==> src/rtl/bc_io_unit.sv <==
// Basic Computer device-side I/O unit.
// Input path: device bytes -> FIFO -> INPR/FGI, which the computer polls.
// Output path: OUT writes -> OUTR -> valid/ready handshake to the device.
// irq is raised when interrupts are enabled and either flag is set.
//
// Handshakes (valid/ready on both device channels): a byte moves on a rising
// clock edge where valid and ready are both high. The producer holds valid and
// data stable until that edge. Ready may be high before valid appears, and
// ready never depends on valid in the same cycle.
module bc_io_unit #(
   parameter int DEPTH = 4,
   parameter int AW    = 2
) (
   input  logic          clk,
   input  logic          reset,
   // input device side
   input  logic [7:0]    dev_in_data,
   input  logic          dev_in_valid,
   output logic          dev_in_ready,
   // computer input side
   input  logic          inp_ack,
   output logic          FGI,
   output logic [7:0]    INPR,
   // computer output side
   input  logic          out_load,
   input  logic [7:0]    out_data,
   output logic          FGO,
   // output device side
   output logic [7:0]    dev_out_data,
   output logic          dev_out_valid,
   input  logic          dev_out_ready,
   // interrupt and status
   input  logic          IEN,
   output logic          irq,
   output logic [AW:0]   in_count,
   output logic          out_overrun,
   // output FSM state, exposed for observation
   output logic          dbg_state_o
);

   localparam logic [0:0]  ST_IDLE  = 1'b0;
   localparam logic [0:0]  ST_SEND  = 1'b1;
   localparam logic [AW:0] FULL_CNT = (AW+1)'(DEPTH);

   // FIFO storage and bookkeeping
   logic [7:0]    mem_q [DEPTH];
   logic [AW-1:0] wr_ptr_q, wr_ptr_d;
   logic [AW-1:0] rd_ptr_q, rd_ptr_d;
   logic [AW:0]   count_q, count_d;

   // INPR/FGI stage
   logic          fgi_q, fgi_d;
   logic [7:0]    inpr_q, inpr_d;

   // output channel
   logic [0:0]    state_q, state_d;
   logic [7:0]    outr_q, outr_d;
   logic          ovr_q, ovr_d;

   logic          push;
   logic          load;

   // Ready comes only from registered occupancy; no bypass when full.
   assign dev_in_ready = (count_q != FULL_CNT);
   assign push         = dev_in_valid & dev_in_ready;
   // A load is held off while the computer is acknowledging, so FGI stays
   // low for at least one cycle between successive bytes.
   assign load         = ~fgi_q & (count_q != '0) & ~inp_ack;

   // FIFO pointers and occupancy
   always_comb begin
      wr_ptr_d = wr_ptr_q;
      rd_ptr_d = rd_ptr_q;
      count_d  = count_q;
      if (push) wr_ptr_d = wr_ptr_q + 1'b1;
      if (load) rd_ptr_d = rd_ptr_q + 1'b1;
      case ({push, load})
         2'b10:   count_d = count_q + 1'b1;
         2'b01:   count_d = count_q - 1'b1;
         default: count_d = count_q;
      endcase
   end

   // INPR/FGI: load from FIFO head when the flag is clear, clear on ack
   always_comb begin
      fgi_d  = fgi_q;
      inpr_d = inpr_q;
      if (load) begin
         fgi_d  = 1'b1;
         inpr_d = mem_q[rd_ptr_q];
      end else if (inp_ack && fgi_q) begin
         fgi_d  = 1'b0;
      end
   end

   // Output FSM: IDLE accepts an OUT byte, SEND holds it until the device takes it
   always_comb begin
      state_d = state_q;
      outr_d  = outr_q;
      ovr_d   = ovr_q;
      case (state_q)
         ST_IDLE: begin
            if (out_load) begin
               outr_d  = out_data;
               state_d = ST_SEND;
            end
         end
         ST_SEND: begin
            // An OUT arriving while the byte is still pending is dropped,
            // including on the handshake edge itself.
            if (out_load) ovr_d = 1'b1;
            if (dev_out_ready) state_d = ST_IDLE;
         end
         default: state_d = ST_IDLE;
      endcase
   end

   // FIFO data array; contents need no reset since occupancy gates reads
   always_ff @(posedge clk) begin
      if (push) mem_q[wr_ptr_q] <= dev_in_data;
   end

   // All control state, cleared asynchronously
   always_ff @(posedge clk or posedge reset) begin
      if (reset) begin
         wr_ptr_q <= '0;
         rd_ptr_q <= '0;
         count_q  <= '0;
         fgi_q    <= 1'b0;
         inpr_q   <= 8'h00;
         state_q  <= ST_IDLE;
         outr_q   <= 8'h00;
         ovr_q    <= 1'b0;
      end else begin
         wr_ptr_q <= wr_ptr_d;
         rd_ptr_q <= rd_ptr_d;
         count_q  <= count_d;
         fgi_q    <= fgi_d;
         inpr_q   <= inpr_d;
         state_q  <= state_d;
         outr_q   <= outr_d;
         ovr_q    <= ovr_d;
      end
   end

   assign FGI           = fgi_q;
   assign INPR          = inpr_q;
   assign FGO           = (state_q == ST_IDLE);
   assign dev_out_valid = (state_q == ST_SEND);
   assign dev_out_data  = outr_q;
   assign irq           = IEN & (fgi_q | FGO);
   assign in_count      = count_q;
   assign out_overrun   = ovr_q;
   assign dbg_state_o   = state_q[0];

endmodule

==> config.mk <==
export PLATFORM = sky130hd
export DESIGN_NAME = bc_io_unit
export DESIGN_NICKNAME = d
export VERILOG_FILES = /design/src/rtl/bc_io_unit.sv
export SDC_FILE = /design/constraint.sdc
export NUM_CORES = 1
export LEC_CHECK = 0
export CAP_MARGIN = 15
export CORE_ASPECT_RATIO = 0.5
export CORE_UTILIZATION = 40
export CTS_CLUSTER_SIZE = 24
export DETAILED_ROUTE_END_ITERATION = 16
export PLACE_DENSITY = 0.65
export SYNTH_ARGS = -nofsm -noshare
export SYNTH_HDL_FRONTEND = slang
export SYNTH_SLANG_ARGS = --single-unit
==> constraint.sdc <==
create_clock -name clk -period 4.7 [get_ports clk]
set_input_delay 0.47 -clock clk [delete_from_list [all_inputs] [get_ports clk]]
set_output_delay 0.47 -clock clk [all_outputs]
set_load 0.005 [all_outputs]
Word-level counts from Yosys, hierarchy flattened
Memory sizes are Yosys's and may differ from the RTL's. A register that Yosys moved wholly into a read port is not among the register bits.
Cells that the tools add are included.
{"block": "word_totals", "mem_count": 1, "elab_cells": 37, "inputBits": 23, "mem_bits_rw": 32, "ff_bits": 18, "out_inout_bits": 26}
{"memory": "mem_q", "words": 4, "word_bits": 8, "read_ports": 1, "rd_ports_with_merged_regs": 1, "write_ports": 1, "line_no": "46", "rtl": "logic [7:0] mem_q [DEPTH];"}
{"block": "op_classes", "muxes": 8, "eq_ne": 3, "n_addsub": 4, "n_reduce_logical": 6, "bitwise_logic": 8}
{"operator": "$mux W1", "count": 6}
{"operator": "$pmux W3 S2", "count": 1}
{"operator": "$add A2 B1 Y2 const B", "count": 2}
{"operator": "$and A1 B1 Y1", "count": 4}
{"operator": "$reduce_and A2 Y1", "count": 2}
{"operator": "$reduce_bool A2 Y1", "count": 2}
{"operator": "$add A3 B1 Y3 const B", "count": 1}
{"operator": "$ne A3 B3 Y1 const B", "count": 1}
{"operator": "$not A1 Y1", "count": 3}
{"operator": "$reduce_bool A3 Y1", "count": 1}
{"operator": "$sub A3 B1 Y3 const B", "count": 1}
{"operator": "$eq A2 B1 Y1 const B", "count": 1}
{"operator": "$eq A2 B2 Y1 const B", "count": 1}
{"operator": "$pmux W1 S2", "count": 1}
{"operator": "$logic_and A1 B1 Y1", "count": 1}
{"operator": "$or A1 B1 Y1", "count": 1}

Depth between registers and ports, before layout
Gate-level depths: netlist of the first run.
{"block": "logic_depth", "ltp_word": 5, "depth_mapped": 10, "ltp_nobuf": 9}

Worst setup path after synthesis of the first run
Ideal clock, no wire load.
{"block": "synth_path", "path_type": "register to register", "startpoint": "register count_q[0] (netlist: in_count[0])", "endpoint": "register count_q[2] (netlist: in_count[2])", "path_stages_with_launch": 10, "path_buffers": 0, "slack_ns": 2.600, "arrival_time_ns": 2.021, "setup_ns": 0.079, "cell_sequence": "dfrtp_1 -> or3b_4 -> and2_4 -> inv_1 -> ha_1 -> inv_1 -> fa_1 -> xor2_1 -> nor2_1 -> xor2_1"}
{"block": "synth_between", "elab_cells_between_ends": 11}
{"element": "from (decl)", "line_no": "49", "rtl": "logic [AW:0] count_q, count_d;"}
{"element": "from (signal assigned)", "line_no": "137", "rtl": "count_q <= count_d;"}
{"element": "$ne A3 B3 Y1 *", "line_no": "64", "rtl": "assign dev_in_ready = (count_q != FULL_CNT);"}
{"element": "named net dev_in_ready", "line_no": "19", "rtl": "output logic dev_in_ready,"}
{"element": "$and A1 B1 Y1 *", "line_no": "65", "rtl": "assign push = dev_in_valid & dev_in_ready;"}
{"element": "$eq A2 B1 Y1 or $eq A2 B2 Y1 (tied branches)", "line_no": "77", "rtl": "case ({push, load})"}
{"element": "$pmux W3 S2 or $reduce_bool A2 Y1 (tied branches)"}
The timed path passes the listed nets; every way through them passes the cells marked *.
A chain may end at the register's enable or synchronous reset.

Final worst setup path of the first run
{"block": "layout_path", "startpoint": "input inp_ack", "endpoint": "register count_q[2] (netlist: in_count[2])"}
{"block": "layout_between", "elab_chain_len": 4, "elab_cells_between_ends": 6}
{"element": "from (decl)", "line_no": "21", "rtl": "input logic inp_ack,"}
{"element": "$not A1 Y1 *", "line_no": "68", "rtl": "assign load = ~fgi_q & (count_q != '0) & ~inp_ack;"}
{"element": "$and A1 B1 Y1 *", "line_no": "68"}
{"element": "$eq A2 B1 Y1 or $eq A2 B2 Y1 (tied branches)", "line_no": "77"}
{"element": "$pmux W3 S2 or $reduce_bool A2 Y1 (tied branches)"}
Every way passes the cells marked *; elsewhere a longest branch is shown, timed or not.

==> out/metrics.yaml, run 1 <==
status: "completed"
wl_per_cell_um: 16.3
min_to: "out_overrun$_DFFE_PP0P_"
synth-seq-cells: 58
slowest_stage: "or3_1"
post_cts_buffers: 0
netlist_area_um2: 2340
die_area_um2: 6170
antenna_cells: 0
grt_pass1_vias: 1290
ioPinCount: 49
max-cap-violations: 0
cp-start-kind: "input pin"
tightest_slew_ps: 1010
max-slew-margin-rel_pct: 32.5
cts_root_buffer: "clkbuf_16"
async_flop_share_pct: 44.8
wirelength_mm: 4.19
syn_to_final_growth_pct: 35.0
grt_pass1_wl_mm: 6.60
r2r_slack_ps: 2310
port_buffers: 48
start_util_pct: 42.0
drc: 0
synthTopCellsByCount: "edfxtp_1 (32), dfrtp_1 (26), inv_1 (10)"
worstPathCellList: "clkdlybuf4s50_1 > or3_1 > inv_1 > ha_1 > inv_1 > fa_1 > xor2_1 > nor2_1 > xor2_1"
synth_top_area_share_pct: 41.1
layout.nets: 209
p_leak_nw: 1.25
synth_flop_cell: "edfxtp_1"
critPathMaxFanout: 10
multi_input_area_um2: 654
ff_latch_area_um2: 1610
timing.rr.start: "in_count[0]$_DFFE_PP0P_"
skew_ps: 7.85
gp_congestion: 0.688
slowest_delay_ps: 640
final_hold_viol_count: 0
drtPass1Iterations: 4
core_um2: 5560
crit_path_end_kind: "flop"
post_synth_main_area_contributors: "edfxtp_1 (41%), dfrtp_1 (28%), mux4_2 (7.7%), mux2_4 (5.8%), mux2_2 (3.9%)"
synth-seq-area-share_pct: 69.0
synth_edf_count: 32
arrival_ps: 2740
detail_route.iter0.violations: 44
cts_resized: 0
drv_slew: 0
die_x_um: 110
p_per_area_nw_per_um2: 617
hpwlAfterDp_mm: 2.68
period_needed_ps: 2500
rsz0062_at_grt: "false"
antenna_left: 0
antenna_found_initial: 0
postCtsHoldBufs: 0
synth.avg_cell_area_um2: 18.5
via_per_inst: 4.77
clock_sinks: 58
final-setup-viol-count: 0
grt_max_degree: 27
grt_util_all_layers_pct: 15.6
htreeDepth: 3
clk_pin_slew_ps: 50
syn_nets: 155
timing.setup.tns_ps: 0
drive_above_1_share_pct: 21.1
cts_tree: "built"
reg2regPathDepth: 9
worstHoldPathCells: 1
fmaxAchievable_mhz: 400
vias: 1230
crit_start: "inp_ack"
fillers: 433
grt.overflow.total: 0
dieHeight_um: 56.1
postSynthCellCount: 126
utilization_pct: 56.7
yosysUniqueCellTypes: 27
cts_made_buffers: 9
criticalPathCategory: "in2reg"
synth_most_common_cell: "edfxtp_1"
hold_path.startpoint: "out_overrun$_DFFE_PP0P_"
insertion_delay_ps: 320
clk_path_buf_depth: 2
ir_worst_vdd_v: 0.000241
std_cell_rows: 19
hold_class: "reg2reg"
reg2reg_to: "in_count[2]$_DFFE_PP0P_"
cp_data_required_time_ps: 4940
fin_crit_sh_pct: 53.1
ys.warnings.count: 0
yosysTopAreaCell: "edfxtp_1"
[cells in the final DEF (no fill, tap or decap), drive strengths merged, types with 2 or more instances in the layout]
cell type and count:
ha 5, xor2 2, edfxtp 32, mux2 17, mux4 8, clkdlybuf4s50 48, dfrtp 26, xnor2 4
and3 4, clkinv 3, inv 10, clkbuf 12
[logic make-up after synthesis]
kind of cell / Yosys count / synth area share (%)
simple gates: 11 / 3.27
compound gates: 4 / 1.18
xor+xnor: 6 / 2.25
flops: 58 / 69.0
mux: 26 / 17.8
buf+inv: 15 / 3.05
fa+ha+maj: 6 / 3.53
[metal layers]
layer | part of all wire [%] | vias to the layer above | global-route usage [%]
li1 | - | 568 | -
met1 | 43 | 618 | 18.1
met2 | 50 | 38 | 25.6
met3 | 6.0 | 6 | 6.79
met4 | 1.3 | 0 | 6.20
met5 | 0 | - | 0
[worst max-delay path by stage]
| stage | to | slack [ps] | cells after the start |
|---|---|---|---|
| 2_1_floorplan | in_count[2]$_DFFE_PP0P_ | 2600 | 9 |
| 3_3_place_gp | in_count[2]$_DFFE_PP0P_ | 1980 | 9 |
| 3_5_place_dp | in_count[2]$_DFFE_PP0P_ | 1860 | 9 |
| 4_1_cts | in_count[2]$_DFFE_PP0P_ | 2190 | 9 |
| 5_1_grt | in_count[2]$_DFFE_PP0P_ | 2050 | 9 |
| 6_report | in_count[2]$_DFFE_PP0P_ | 2200 | 9 |
[power breakdown]
group	internal, W	switching (W)	total (W)
clock	0.000406	0.000205	0.000610
sequential	0.000689	0.000111	0.000800
combinational	0.000355	0.000181	0.000536
[flip-flops by register name, indices dropped and copies added, names as in the netlist]
signal	cells
FGI	1
INPR	8
dbg_state_o	1
dev_out_data	8
in_count	3
mem_q	32
out_overrun	1
rd_ptr_q	2
wr_ptr_q	2
[stage by stage]
stage	worst slack [ps]	area, um^2	cells	hold WS [ps]	power [W]
after floorplan	2600	2340	126	451	0.00111
after global placement	1980	2880	242	443	0.00133
after detailed placement	1860	2880	242	459	0.00135
after CTS	2190	3160	258	466	0.00197
after global routing	2050	3160	258	482	0.00205
final	2200	3160	258	469	0.00195
[worst max-delay path: cells and delay by family]
kind | cells | cell delay, ps
simple gates | 2 | 760
xor+xnor | 2 | 310
buf+inv | 3 | 630
fa+ha+maj | 2 | 570
[layout make-up]
| type | instances | share of cell area (%) |
|---|---|---|
| sequential | 58 | 51.1 |
| multi-input combinational | 53 | 20.7 |
| timing repair buffer | 48 | 15.2 |
| clock buffer | 12 | 7.49 |
| tap | 73 | 2.89 |
| clock inverter | 4 | 1.39 |
| inverter | 10 | 1.19 |
No activity file was read; power rests on OpenSTA's default activity.
==> run 2, diff against run 1 <==
--- a/config.mk
+++ b/config.mk
@@ -10,7 +10,7 @@
 export CORE_UTILIZATION = 40
 export CTS_CLUSTER_SIZE = 24
 export DETAILED_ROUTE_END_ITERATION = 16
-export PLACE_DENSITY = 0.65
+export PLACE_DENSITY = 0.68
 export SYNTH_ARGS = -nofsm -noshare
 export SYNTH_HDL_FRONTEND = slang
 export SYNTH_SLANG_ARGS = --single-unit
==> constraint.sdc (replaced) <==
create_clock -name clk -period 2 [get_ports clk]
set_input_delay 0.2 -clock clk [delete_from_list [all_inputs] [get_ports clk]]
set_output_delay 0.2 -clock clk [all_outputs]
set_load 0.005 [all_outputs]
==> out/metrics.yaml, run 2 (synthesis gave the netlist of run 1 again) <==
status: "completed"  # unchanged
wl_per_cell_um: 14.6  # was 16.3 um
grt_max_degree: 17  # was 27
antenna_cells: 0  # unchanged
largest_reg_flops: 32  # unchanged
final-setup-viol-count: 0  # unchanged
cp-start-kind: "flop"  # was input pin
syn_to_final_growth_pct: 39.4  # was 35.0%
drtPass1Iterations: 4  # unchanged
fin_crit_sh_pct: 99.1
cts_root_buffer: "clkbuf_16"  # unchanged
ioPinCount: 49  # unchanged
core_um2: 5560  # unchanged
antenna_found_initial: 0  # unchanged
die_x_um: 110  # unchanged
final_common_cell: "clkdlybuf4s50_1"  # unchanged
grt.overflow.total: 0  # unchanged
clk_pin_slew_ps: 50  # about the same
fmaxAchievable_mhz: 504
arrival_ps: 2210  # was 2740 ps
insertion_delay_ps: 310  # was 320 ps
dpl_cell_area_um2: 2980  # was 2880 um^2
max-slew-margin-rel_pct: 67.5  # was 32.5%
start_util_pct: 42.0  # unchanged
vias: 1269  # was 1,230
layout_common_cells: "clkdlybuf4s50_1 (48), edfxtp_1 (32), dfrtp_1 (26), buf_4 (14)"  # was clkdlybuf4s50_1 (48), edfxtp_1 (32), dfrtp_1 (26), inv_1 (10)
finalPower_w: 0.00457  # was 0.00195 W
period_needed_ps: 1980
max-cap-violations: 0  # unchanged
p_per_area_nw_per_um2: 1400  # was 617 nW/um^2
cts_tree: "built"  # unchanged
final_area_um2: 3260  # was 3160 um^2
drv_slew: 0  # unchanged
clock_sinks: 58  # unchanged
wirelength_mm: 3.96  # was 4.19 mm
timing.setup.tns_ps: 0  # unchanged
crit_path_end_kind: "flop"  # unchanged
criticalPathCategory: "reg2reg"  # was in2reg
grt_pass1_vias: 1234  # was 1,290
postCtsHoldBufs: 0  # unchanged
std_cell_rows: 19  # unchanged
drc: 0  # unchanged
antenna_left: 0  # unchanged
p_leak_nw: 1.30  # was 1.25 nW
final_hold_viol_count: 0  # unchanged
rsz0062_at_grt: "true"  # was false
via_per_inst: 4.67  # was 4.77
regMostFlops: "mem_q"  # unchanged
detail_route.iter0.violations: 48  # was 44
ir_worst_vdd_v: 0.000522  # was 0.000241 V
cts_made_buffers: 9  # unchanged
grt_util_all_layers_pct: 14.4  # was 15.6%
dieHeight_um: 56.1  # unchanged
drive_above_1_share_pct: 29.6  # was 21.1%
gp_congestion: 0.788  # was 0.688
whs_ps: 169  # was 469 ps
htreeDepth: 3  # unchanged
skew_ps: 3.57  # was 7.85 ps
tightest_slew_ps: 488  # was 1010 ps
die_area_um2: 6170  # unchanged
port_buffers: 48  # unchanged
hold_class: "in2async"  # was reg2reg
layout.nets: 223  # was 209
clk_path_buf_depth: 2  # unchanged
cp_data_required_time_ps: 2230  # was 4940 ps
critPathMaxFanout: 4  # was 10
hpwlAfterDp_mm: 2.72  # was 2.68 mm
grt_pass1_wl_mm: 6.17  # was 6.60 mm
==> run 2: cell count changes in the layout (fill, tap and decap cells not counted), sizes merged <==
cell / before / now
bufinv: 1 / 0
clkbuf: 12 / 13
clkinvlp: 0 / 1
buf: 0 / 14
clkinv: 3 / 2
==> run 2: cell type report <==
class                      instances  area (um^2)
clock buffer                      13          240
clock inverter                     3         17.5
fill                             445         2300
inverter                          10         37.5
multi-input combinational         53          674
sequential                        58         1610
tap                               73         91.3
timing repair buffer              62          586
==> run 2: routing by layer <==
layer  vias up  track usage (%)  share of wire, %
li1        598                -                 -
met1       633             18.5                47
met2        36             21.7                47
met3         2             5.62               5.4
met4         0             6.20              0.35
met5         -                0                 0
==> run 2: what timing repair did <==
| item | CTS | global route |
|---|---|---|
| hold endpoints to repair | 0 | 0 |
| setup endpoints to repair | 1 | 1 |
| gates cloned | 0 | 0 |
| pin swaps | 4 | 0 |
| gates resized for setup | 0 | 0 |
| setup buffers | 3 | 0 |
==> run 2: metrics by stage <==
step,utilization (%),setup WS [ps],std cells
detailed placement,53.5,-113,253
global route,58.6,-103,272
floorplan,-,-15.5,126
global placement,53.5,-61.3,253
CTS,58.6,17.0,272
finish,58.6,17.2,272
==> run 2: power by group <==
group / leakage (nW) / switching [W] / total [W] / internal (W)
Sequential: 0.595 / 0.000191 / 0.00181 / 0.00162
Clock: 0.124 / 0.000463 / 0.00129 / 0.000831
Combinational: 0.586 / 0.000518 / 0.00147 / 0.000952
Total: 1.30 / 0.00117 / 0.00457 / 0.00340
==> run 2: path summary, 6_finish.rpt <==
path | from | endpoint | slack, ps | cells past startpoint
min in group clk | out_overrun$_DFFE_PP0P_ | out_overrun$_DFFE_PP0P_ | 450 | 1
hold / removal | reset | dev_out_data[4]$_DFFE_PP0P_ | 170 | 2
setup reg to reg | in_count[0]$_DFFE_PP0P_ | in_count[2]$_DFFE_PP0P_ | 20 | 9
hold reg to reg | out_overrun$_DFFE_PP0P_ | out_overrun$_DFFE_PP0P_ | 450 | 1
setup / recovery | in_count[0]$_DFFE_PP0P_ | in_count[2]$_DFFE_PP0P_ | 20 | 9
max in group asynchronous | reset | INPR[5]$_DFFE_PP0P_ | 1260 | 3
==> run 2: critical path, stage by stage (launching register included) <==
cell and delay [ps]:
dfrtp_1 400, or3b_4 420, and2_4 150, inv_2 50
ha_4 120, inv_2 30, fa_2 320, xor2_1 140
nor2_1 110, xor2_1 150
==> run 3, diff against run 2 <==
--- a/config.mk
+++ b/config.mk
@@ -10,7 +10,9 @@
 export CORE_UTILIZATION = 40
 export CTS_CLUSTER_SIZE = 24
 export DETAILED_ROUTE_END_ITERATION = 16
+export GPL_TIMING_DRIVEN = 1
 export PLACE_DENSITY = 0.68
 export SYNTH_ARGS = -nofsm -noshare
 export SYNTH_HDL_FRONTEND = slang
 export SYNTH_SLANG_ARGS = --single-unit
+export TNS_END_PERCENT = 10
==> results of run 3 <==
Same layout as run 2: the final DEF is identical, and so are final timing and power.
==> RTL edit (settings of run 3) <==
Set the parameter `AW` to 3 (it was 2).
--- a/src/rtl/bc_io_unit.sv
+++ b/src/rtl/bc_io_unit.sv
@@ -11,3 +11,3 @@
    parameter int DEPTH = 4,
-   parameter int AW    = 2
+   parameter int AW    = 3
 ) (
Interface: changed (resized in_count); port bits go from 49 to 50. The function was not compared with the original's and may differ.
==> RTL edit against run 3 <==
Maximum frequency increased by 0.89%. Total power increased by 9.6%. Clock power is 26% higher. Via count grew 8.7%. Setup slack improved by 0.018 ns. Sequential cell count rose by 1. Synthesized area rose by 4.6%. Clock skew rose by 0.0041 ns. Utilization rose by 2.3 points. Cell area is 6.1% higher. Count of clock-buffer cells in the layout fell by 2. Routed wire length up 11%. Largest cell class unchanged.
==> RTL edit: results <==
set metrics [dict create \
    place.gp.congestion 0.748 \
    grtUsageMet3_pct 7.12 \
    yosys_warnings 0 \
    numCtsBuffers 9 \
    hold_class "input pin to async pin" \
    synth_compound_area_share_pct 2.05 \
    insertion_delay_ns 0.32 \
    first_iter_violations 57 \
    ctsLongestPathBuffers 2 \
    synthXorXnorAreaFrac_pct 2.87 \
    grt_pass1_wl_um 7130 \
    nets 233 \
    drive_gt1_share_pct 31.3 \
    maxCapViolCount 0 \
    seq_area_frac_synth_pct 66.9 \
    hold_violations 0 \
    synthAdderAreaFrac_pct 3.58 \
    grt_use_total_pct 15.6 \
    h-tree-depth 3 \
    p_leak_nw 1.35 \
    syn_inst 135 \
    synth_area_leaders "edfxtp_1, dfrtp_1, mux2_2" \
    grtUsageMet1_pct 18.1 \
    tightest_slew_ns 0.571 \
    regMostFlops "mem_q" \
    clockRootBuffer "clkbuf_16" \
    path_clk_slew_ns 0.05 \
    status "completed" \
    wl_um 4410 \
    syn-num-nets 165 \
    crit_fanout 3 \
    synthFlopType "edfxtp_1" \
    ir_drop_v 0.000553 \
    vias 1379 \
    drt_first_pass_iters 4 \
    synth_edf_count 32 \
    synthMuxAreaShare_pct 17.2 \
    met2_usage_pct 25.8 \
    grt_max_degree 12 \
    largest_register_ff_count 32 \
    viasPerCell 4.91 \
    finClkSkew_ns 0.00771 \
    antenna_found_initial 0 \
    synth_cell_type_count 29 \
    dp_hpwl_um 2990 \
    synthTopCellsByCount "edfxtp_1, dfrtp_1, mux2_2" \
    port_buffers 49 \
    arrival_ns 2.16 \
    dp.cells 263 \
    ys_async_sr_fraction_pct 45.8 \
    antenna_cells 0 \
]
-- RTL edit: cell types whose count changed in the layout (fill, tap and decap cells not counted), sizes merged, moves of 2 or more --
cell and change:
bufinv +2, clkbuf -2, ha +2, inv -5, nand2 +4, o21ai +2
xor2 +3
-- RTL edit: metal layers --
| layer | share of wire (%) | wire length [um] | up-vias |
|---|---|---|---|
| met2 | 50 | 2200 | 44 |
| li1 | - | - | 643 |
| met5 | 0 | 0 | - |
| met1 | 44 | 1940 | 686 |
| met3 | 5.1 | 223 | 6 |
| met4 | 0.95 | 42 | 0 |
-- RTL edit: through the flow --
| stage | utilization [%] | setup slack [ns] | area, um2 |
|---|---|---|---|
| global route | 60.8 | -0.0946 | 3460 |
| CTS | 60.1 | 0.0000140 | 3420 |
| global placement | 54.3 | 0.0479 | 3090 |
| detailed placement | 54.3 | -0.0526 | 3090 |
| floorplan | - | -0.0166 | 2470 |
| finish | 60.8 | 0.0348 | 3460 |
-- RTL edit: power by group --
group | internal (W) | leakage (nW) | total (W) | switching [W]
clock | 0.00112 | 0.157 | 0.00162 | 0.000505
sequential | 0.00166 | 0.603 | 0.00193 | 0.000273
combinational | 0.000941 | 0.592 | 0.00146 | 0.000521
total | 0.00372 | 1.35 | 0.00501 | 0.00130
-- RTL edit: kinds of logic after synthesis --
| kind of cell | count (synthesis) |
|---|---|
| buf+inv | 11 |
| fa+ha+maj | 7 |
| mux | 26 |
| xor+xnor | 8 |
| simple gates | 16 |
| compound gates | 8 |
| flops | 59 |
-- RTL edit: what timing repair did --
item / CTS / global route
buffers inserted: 0 / 2
setup endpoints to repair: 2 / 2
pin swaps: 0 / 7
resized for setup: 2 / 6
-- RTL edit: path summary, 6_finish.rpt --
check | from | to | slack [ns] | cells past startpoint
worst max-delay path | in_count[3] | in_count[2] | 0.03 | 9
min in group clk | out_overrun | out_overrun | 0.45 | 1
worst min register to register | out_overrun | out_overrun | 0.45 | 1
worst min-delay path | reset | INPR[2] | 0.16 | 2
max in group asynchronous | reset | in_count[3] | 1.35 | 3
worst max register to register | in_count[3] | in_count[2] | 0.03 | 9
-- RTL edit: layout make-up --
| type | instances | area (um2) |
|---|---|---|
| Tap cell | 73 | 91.3 |
| Inverter | 5 | 18.8 |
| Clock buffer | 11 | 243 |
| Clock inverter | 5 | 77.6 |
| Sequential cell | 59 | 1640 |
| Multi-Input combinational cell | 65 | 788 |
| Fill cell | 429 | 2230 |
| Timing Repair Buffer | 63 | 596 |
-- RTL edit: critical path, stage by stage (launching register included) --
cell and delay [ns]:
dfrtp_2 0.43, nor4_4 0.36, nor3_4 0.09, ha_4 0.17, xor2_2 0.14, ha_2 0.18, a21oi_2 0.11, xor2_1 0.15
nor2_1 0.07, xor2_1 0.16
